===== config.mk =====
export PLATFORM = sky130hd
export DESIGN_NAME = uart_rx_flat
export DESIGN_NICKNAME = d
export VERILOG_FILES = /design/src/rtl/uart_rx_if.sv /design/src/rtl/uart_rx.sv /design/src/flat_wrapper.sv
export SDC_FILE = /design/constraint.sdc
export NUM_CORES = 1
export LEC_CHECK = 0
export ABC_CLOCK_PERIOD_IN_PS = 2300
export CORE_UTILIZATION = 38
export DETAILED_ROUTE_END_ITERATION = 7
export GPL_TIMING_DRIVEN = 0
export PLACE_DENSITY = 0.69
export SKIP_LAST_GASP = 1
export SLEW_MARGIN = 15
export SYNTH_ARGS = -nofsm -noshare
export SYNTH_HDL_FRONTEND = slang
export SYNTH_SLANG_ARGS = --single-unit

===== constraint.sdc =====
create_clock -name clk -period 2.3 [get_ports clk]
set_input_delay 0.46 -clock clk [delete_from_list [all_inputs] [get_ports clk]]
set_output_delay 0.46 -clock clk [all_outputs]
set_load 0.02 [all_outputs]

===== src/rtl/uart_rx_if.sv =====
// Serial receive link: the Rx pin plus the received-byte and status outputs of uart_rx.
// The master modport is the receiver side.
interface uart_rx_if;
  logic       Rx;
  logic [7:0] O_DATA;
  logic       NrD;
  logic       RiP;
  logic       FE;

  modport master (input Rx, output O_DATA, output NrD, output RiP, output FE);
  modport slave  (output Rx, input O_DATA, input NrD, input RiP, input FE);
endinterface


===== src/rtl/uart_rx.sv =====
// 8N1 UART receiver with mid-bit sampling at BAUD_DIVIDER clocks per bit.
// Define UART_RX_FRAME_ERR_EN to report low stop bits on FE instead of accepting the byte.
module uart_rx #(
  parameter int BAUD_DIVIDER = 9
) (
  input  logic       clk,
  input  logic       rst,
  uart_rx_if.master  bus,
  output logic [1:0] o_dbg_state
);
  localparam int TW = (BAUD_DIVIDER > 1) ? $clog2(BAUD_DIVIDER) : 1;
  // The timer counts down to zero, so it is loaded with one less than the interval.
  localparam logic [TW-1:0] HALF_M1 = TW'(BAUD_DIVIDER / 2 - 1);
  localparam logic [TW-1:0] FULL_M1 = TW'(BAUD_DIVIDER - 1);

  typedef enum logic [1:0] {S_IDLE, S_START, S_DATA, S_STOP} state_t;

  state_t        r_state, w_state_nx;
  logic          r_sync1, r_sync2;
  logic          w_rxs;
  logic [TW-1:0] r_timer, w_timer_nx;
  logic [2:0]    r_bit, w_bit_nx;
  logic [7:0]    r_shift, w_shift_nx;
  logic [7:0]    r_data, w_data_nx;
  logic          r_nrd, w_nrd_nx;
  logic          w_expire;
`ifdef UART_RX_FRAME_ERR_EN
  logic          r_fe, w_fe_nx;
`endif

  assign w_rxs    = r_sync2;
  assign w_expire = (r_timer == '0);

  always_ff @(posedge clk or posedge rst) begin
    if (rst) begin
      r_sync1 <= 1'b1;
      r_sync2 <= 1'b1;
      r_state <= S_IDLE;
      r_timer <= '0;
      r_bit   <= '0;
      r_shift <= '0;
      r_data  <= '0;
      r_nrd   <= 1'b0;
`ifdef UART_RX_FRAME_ERR_EN
      r_fe    <= 1'b0;
`endif
    end else begin
      r_sync1 <= bus.Rx;
      r_sync2 <= r_sync1;
      r_state <= w_state_nx;
      r_timer <= w_timer_nx;
      r_bit   <= w_bit_nx;
      r_shift <= w_shift_nx;
      r_data  <= w_data_nx;
      r_nrd   <= w_nrd_nx;
`ifdef UART_RX_FRAME_ERR_EN
      r_fe    <= w_fe_nx;
`endif
    end
  end

  always_comb begin
    w_state_nx = r_state;
    w_timer_nx = w_expire ? r_timer : r_timer - TW'(1);
    w_bit_nx   = r_bit;
    w_shift_nx = r_shift;
    w_data_nx  = r_data;
    w_nrd_nx   = 1'b0;
`ifdef UART_RX_FRAME_ERR_EN
    w_fe_nx    = 1'b0;
`endif
    case (r_state)
      S_IDLE: begin
        if (!w_rxs) begin
          w_timer_nx = HALF_M1;
          w_state_nx = S_START;
        end
      end
      S_START: begin
        if (w_expire) begin
          if (w_rxs) begin
            w_state_nx = S_IDLE;
          end else begin
            w_timer_nx = FULL_M1;
            w_bit_nx   = '0;
            w_state_nx = S_DATA;
          end
        end
      end
      S_DATA: begin
        if (w_expire) begin
          w_shift_nx = {w_rxs, r_shift[7:1]};
          w_timer_nx = FULL_M1;
          if (r_bit == 3'd7) w_state_nx = S_STOP;
          else               w_bit_nx   = r_bit + 3'd1;
        end
      end
      S_STOP: begin
        // Leaving at mid-stop-bit lets an immediately following start bit be caught.
        if (w_expire) begin
          w_state_nx = S_IDLE;
`ifdef UART_RX_FRAME_ERR_EN
          if (w_rxs) begin
            w_data_nx = r_shift;
            w_nrd_nx  = 1'b1;
          end else begin
            w_fe_nx   = 1'b1;
          end
`else
          w_data_nx = r_shift;
          w_nrd_nx  = 1'b1;
`endif
        end
      end
      default: w_state_nx = S_IDLE;
    endcase
  end

  assign bus.O_DATA  = r_data;
  assign bus.NrD     = r_nrd;
  assign bus.RiP     = (r_state != S_IDLE);
  assign o_dbg_state = r_state;
`ifdef UART_RX_FRAME_ERR_EN
  assign bus.FE      = r_fe;
`else
  assign bus.FE      = 1'b0;
`endif
endmodule


===== src/flat_wrapper.sv =====
// flat-port wrapper written by rule: the top's interface ports become plain ports
module uart_rx_flat 
#(
  parameter int BAUD_DIVIDER = 9
)
  (clk, rst, o_dbg_state, bus_Rx, bus_O_DATA, bus_NrD, bus_RiP, bus_FE);
  uart_rx_if bus_i ();
  input  logic clk;
  input  logic rst;
  output logic [1:0] o_dbg_state;
  input wire logic [$bits(bus_i.Rx)-1:0] bus_Rx;
  output wire logic [$bits(bus_i.O_DATA)-1:0] bus_O_DATA;
  output wire logic [$bits(bus_i.NrD)-1:0] bus_NrD;
  output wire logic [$bits(bus_i.RiP)-1:0] bus_RiP;
  output wire logic [$bits(bus_i.FE)-1:0] bus_FE;
  assign bus_i.Rx = bus_Rx;
  assign bus_O_DATA = bus_i.O_DATA;
  assign bus_NrD = bus_i.NrD;
  assign bus_RiP = bus_i.RiP;
  assign bus_FE = bus_i.FE;
  uart_rx #(.BAUD_DIVIDER(BAUD_DIVIDER)) u_core (.clk(clk), .rst(rst), .bus(bus_i), .o_dbg_state(o_dbg_state));
endmodule

**Word level (Yosys, flattened, before mapping)**

Cells that the tools add are included.

- Flip-flop bits (word level): 28
- Input port bits: 3
- Output and inout port bits: 13
- Logic and storage cells: 49

- $add $sub $neg: 2
- Equality and inequality tests: 11
- Muxes and demuxes: 20
- Reductions and logical operators: 8

Operators with widths:

| operator | number |
|---|---|
| $mux 4 | 5 |
| $mux 2 | 6 |
| $mux 3 | 4 |
| $pmux 4 s3 | 1 |
| $reduce_and 5->1 | 2 |
| $ne 2x1->1 const B | 4 |
| $pmux 2 s4 | 1 |
| $ne 2x2->1 const B | 3 |
| $pmux 3 s2 | 1 |
| $eq 2x2->1 const B | 2 |
| $logic_not 4->1 | 1 |
| $reduce_and 2->1 | 2 |
| $reduce_bool 2->1 | 2 |
| $sub 4x1->4 const B | 1 |
| $add 3x1->3 const B | 1 |
| $eq 3x3->1 const B | 1 |
| $eq 2x1->1 const B | 1 |
| $logic_not 2->1 | 1 |
| $mux 1 | 2 |

**Logic depth before layout (Yosys ltp)**

- Depth in word-level cells: 5
- Mapped depth: 9
- Depth with buffers taken out: 9

**Worst setup path after synthesis**

No wires, ideal clock.

- Kind: register to register
- From: register u_core.r_timer[0]
- To: register u_core.r_timer[0]
- Library setup time: 0.128 ns
- Arrival: 1.748 ns
- Data required time: 2.172 ns
- Setup slack: 0.423 ns
- Stages on the path, launching flop included: 10
- Path buffers: 0
- Period minus slack after synthesis: 1.877 ns
- Path through: dfrtp_1 inv_1 ha_1 nor3b_4 inv_2 ha_1 o2bb2ai_1 nand2_1 a31oi_1 o22ai_1

- Longest elaborated chain between the ends: 5
- Elaborated cells between the ends (all ways): 8
- Classes of those cells: add/sub (1); mux (6); reduce/logical (1)

Ends and longest elaborated chain:

| what | line | text |
|---|---|---|
| from (decl) | uart_rx.sv:21 | `logic [TW-1:0] r_timer, w_timer_nx;` |
| from (signal assigned) | uart_rx.sv:51 | `r_timer <= w_timer_nx;` |
| $sub 4x1->4 or $logic_not 4->1 (tied branches) | uart_rx.sv:64, uart_rx.sv:32 |  |
| $mux 4 | uart_rx.sv:64 | `w_timer_nx = w_expire ? r_timer : r_timer - TW'(1);` |
| $mux 4 | uart_rx.sv:81 | `if (w_rxs) begin` |
| $mux 4 | uart_rx.sv:80 | `if (w_expire) begin` |
| $pmux 4 s3 * | uart_rx.sv:72 | `case (r_state)` |
| net u_core.w_timer_nx[0] | uart_rx.sv:21 |  |

The timed path passes the listed nets; every way through them passes the cells marked *.
A chain may end at the register's enable or synchronous reset.

**Worst setup path in the final report**

Same ends and word-level chain as after synthesis.

==> results.yml <==
timing:
  max_freq_ghz: 0.471
  tns_ns: 0
  relSlewSlack_pct: 34.5
  setup-violations-final: 0
  rsz0062_at_grt: "no"
  period_share_pct: 92.3
  fin_ws_ns: 0.177
  worst_slew_pin_slew_ns: 0.977
  fin_hold_ws_ns: 0.366
  slew_viol_final: 0
  timing.final.hold_violations: 0
  final.setup_skew_ns: 0.00627
  finalCriticalPeriod_ns: 2.12
logic_synthesis:
  seq_area_frac_synth_pct: 51.4
  syn_area_sq_um: 1370
  yosysUniqueCellTypes: 32
  syn_area_per_cell_sq_um: 11.7
  synthTopCellsByArea: "dfrtp_1 (48%), mux2_2 (13%), ha_1 (7.3%)"
  ys_seq_elements: 28
  syn_inst: 117
  yosys_warnings: 0
  synth_top_cell_by_area: "dfrtp_1"
  synth_top_area_share_pct: 47.6
  syn-num-nets: 128
pwr:
  power_leakage_nw: 0.745
  powerDensity_nw_per_um2: 1200
  power_mw: 1.96
  max-vdd-ir-drop_mv: 0.654
cells_and_area:
  finalCoreUtilization_pct: 48.2
  syn2layout_area_growth_pct: 19.5
  regArea_sq_um: 704
  final.fill_count: 310
  multiInputGateArea_sq_um: 611
  drive_above_1_share_pct: 22.8
  nets: 148
  design_area_sq_um: 1630
  stdcell_count: 182
  antenna_cells: 0
floorplan:
  start_util_pct: 40.3
  fp.coreArea_sq_um: 3390
  die_h_microns: 62.0
  dieArea_sq_um: 3840
  die_x_microns: 62.0
  io_pins: 16
  rows: 21
place:
  dp_hpwl_microns: 1700
  dpl_cell_area_sq_um: 1570
  dpl.cell_count: 177
  port_buffers: 14
  gp_congestion: 0.807
  dp_slack_ns: 0.118
clocking:
  cts_buffers: 3
  cts_sinks: 28
  cts_max_level: 1
  cts_tree: "yes"
  clk_transition_reported_paths_ns: 0.16
  cts_root_buf: "clkbuf_4"
  cts_buffer_depth: 2
  worst_skew_pair.late_latency_ns: 0.33
flow_run:
  maxCapViolations: 0
routing:
  drt_wl_total_microns: 2390
  drtAntennaViolNets: 0
  wl_per_cell_microns: 13.2
  viasPerCell: 5.14
  drtIter0Drc: 25
  vias: 936
  drc: 0
  first_pass_iters: 4
critical_path:
  crit_path_max_fanout: 8
  crit_path_cell_trace: "inv_1 > ha_2 > nor3b_4 > inv_4 > ha_1 > o2bb2ai_1 > nand2_1 > a31oi_1 > o22ai_1"
  crit_path_start_kind: "register"
  cp-end-kind: "register"
  worstSetupPathType: "register to register"
  cpMaxStageDelayCell: "dfrtp_1"
  slowest_delay_ns: 0.41
  worstPathArrival_ns: 2.35
  worstPathRequired_ns: 2.53
global_routing:
  track_usage_pct: 13.5
  antenna_found_initial: 0
  grt_pass1_vias: 865
  grt_pass1_wl_microns: 3810
  grt_max_degree: 29
  grt.overflow.total: 0
run_status:
  status: "completed"
min_path:
  min_path_type: "register to register"
[sequential cells by signal, indices dropped and copies added (netlist names), named ones only]
name / count
u_core.bus.O_DATA: 8
u_core.r_sync1: 1
u_core.r_shift: 8
u_core.bus.NrD: 1
u_core.r_timer: 4
u_core.o_dbg_state: 1
u_core.r_bit: 3
u_core.r_sync2: 1
[path summary, 6_finish.rpt]
check | from | cells past startpoint | slack (ns) | end
worst max-delay path | u_core.r_timer[0] | 9 | 0.18 | u_core.r_timer[0]
worst min-delay path | u_core.r_sync1 | 0 | 0.37 | u_core.r_sync2
worst max register to register | u_core.r_timer[0] | 9 | 0.18 | u_core.r_timer[0]
worst min register to register | u_core.r_sync1 | 0 | 0.37 | u_core.r_sync2
max in group asynchronous | rst | 2 | 1.30 | u_core.o_dbg_state[0]
min in group asynchronous | rst | 2 | 0.52 | u_core.r_bit[2]
[worst max-delay path, delay by kind of cell (launching register included)]
kind                     cells  cell delay [ns]
adder cells (fa/ha/maj)      2             0.55
AND/OR/NAND/NOR              2             0.45
flip-flops                   1             0.41
AO/OA/AOI/OAI                3             0.38
buffers and inverters        2             0.23
[metal layers]
layer / up-vias / wire length [microns] / GRT usage (%)
met4: 0 / 14 / 2.86
met2: 27 / 1120 / 20.8
met3: 2 / 107 / 4.55
met5: - / 0 / 0
met1: 459 / 1150 / 18.3
li1: 448 / - / -
[power by group]
part / leakage (nW) / internal (mW) / switching, mW
clock: 0.0279 / 0.176 / 0.148
combinational: 0.346 / 0.421 / 0.520
sequential: 0.371 / 0.606 / 0.0937
total: 0.745 / 1.20 / 0.762
[repair_timing]
item / CTS / global route
hold buffers: 0 / 0
hold endpoints to repair: 0 / 0
setup buffers: 0 / 1
endpoints found under the setup margin: 1 / 2
gates resized for setup: 1 / 3
[area by class of cell]
class / count / share of cell area, %
Sequential cell: 28 / 43.1
Clock buffer: 3 / 1.38
Inverter: 11 / 2.68
Clock inverter: 1 / 1.84
Tap cell: 46 / 3.52
Multi-Input combinational cell: 75 / 37.4
Buffer: 3 / 0.919
Timing Repair Buffer: 15 / 9.19
[kinds of logic (layout without fill, tap and decap cells)]
| kind of cell | Yosys count | in the layout | synth area share (%) |
|---|---|---|---|
| flops | 28 | 28 | 51.4 |
| compound gates | 26 | 26 | 12.0 |
| simple gates | 22 | 22 | 9.97 |
| mux | 17 | 17 | 14.3 |
| buf+inv | 14 | 33 | 4.12 |
| fa+ha+maj | 8 | 8 | 7.32 |
| other cells | 1 | 1 | 0.274 |
| xor+xnor | 1 | 1 | 0.641 |
[Yosys cell counts (all sizes together)]
cell and n:
a21boi 1, a21oi 6, a22o 1, a22oi 1, a31oi 2, buf 1
clkbuf 2, conb 1, dfrtp 26, dfstp 2, ha 8, inv 11
mux2 17, nand2 8, nand2b 4, nand3 1, nand3b 1, nor2 3
nor3 3, nor3b 1, nor4b 1, o21ai 8, o22ai 2, o2bb2ai 1
o311ai 1, o31a 1, o32a 1, o41ai 1, xor2 1
[layout by cell type (no fill, tap or decap)]
cell type        instances
o22ai_1                  2
nand3b_1                 1
inv_4                    1
nand2_1                  8
a21oi_1                  6
o21ai_0                  8
mux2_4                   1
o41ai_1                  1
buf_4                    2
nor2_4                   2
bufinv_16                1
dfstp_2                  2
ha_2                     1
ha_1                     7
a22oi_1                  1
nor3b_4                  1
clkinv_1                 1
a22o_1                   1
clkdlybuf4s50_1         13
a31oi_1                  2
mux2_2                  16
a21boi_0                 1
dfrtp_1                 25
dlymetal6s2s_1           1
nor2_1                   1
nor3_1                   3
clkbuf_1                 2
nor4b_1                  1
inv_1                    9
nand3_1                  1
xor2_1                   1
o32a_1                   1
nand2b_1                 4
clkbuf_4                 3
dfrtp_2                  1
o311ai_0                 1
conb_1                   1
o2bb2ai_1                1
o31a_1                   1
No activity file was read; power rests on OpenSTA's default activity.
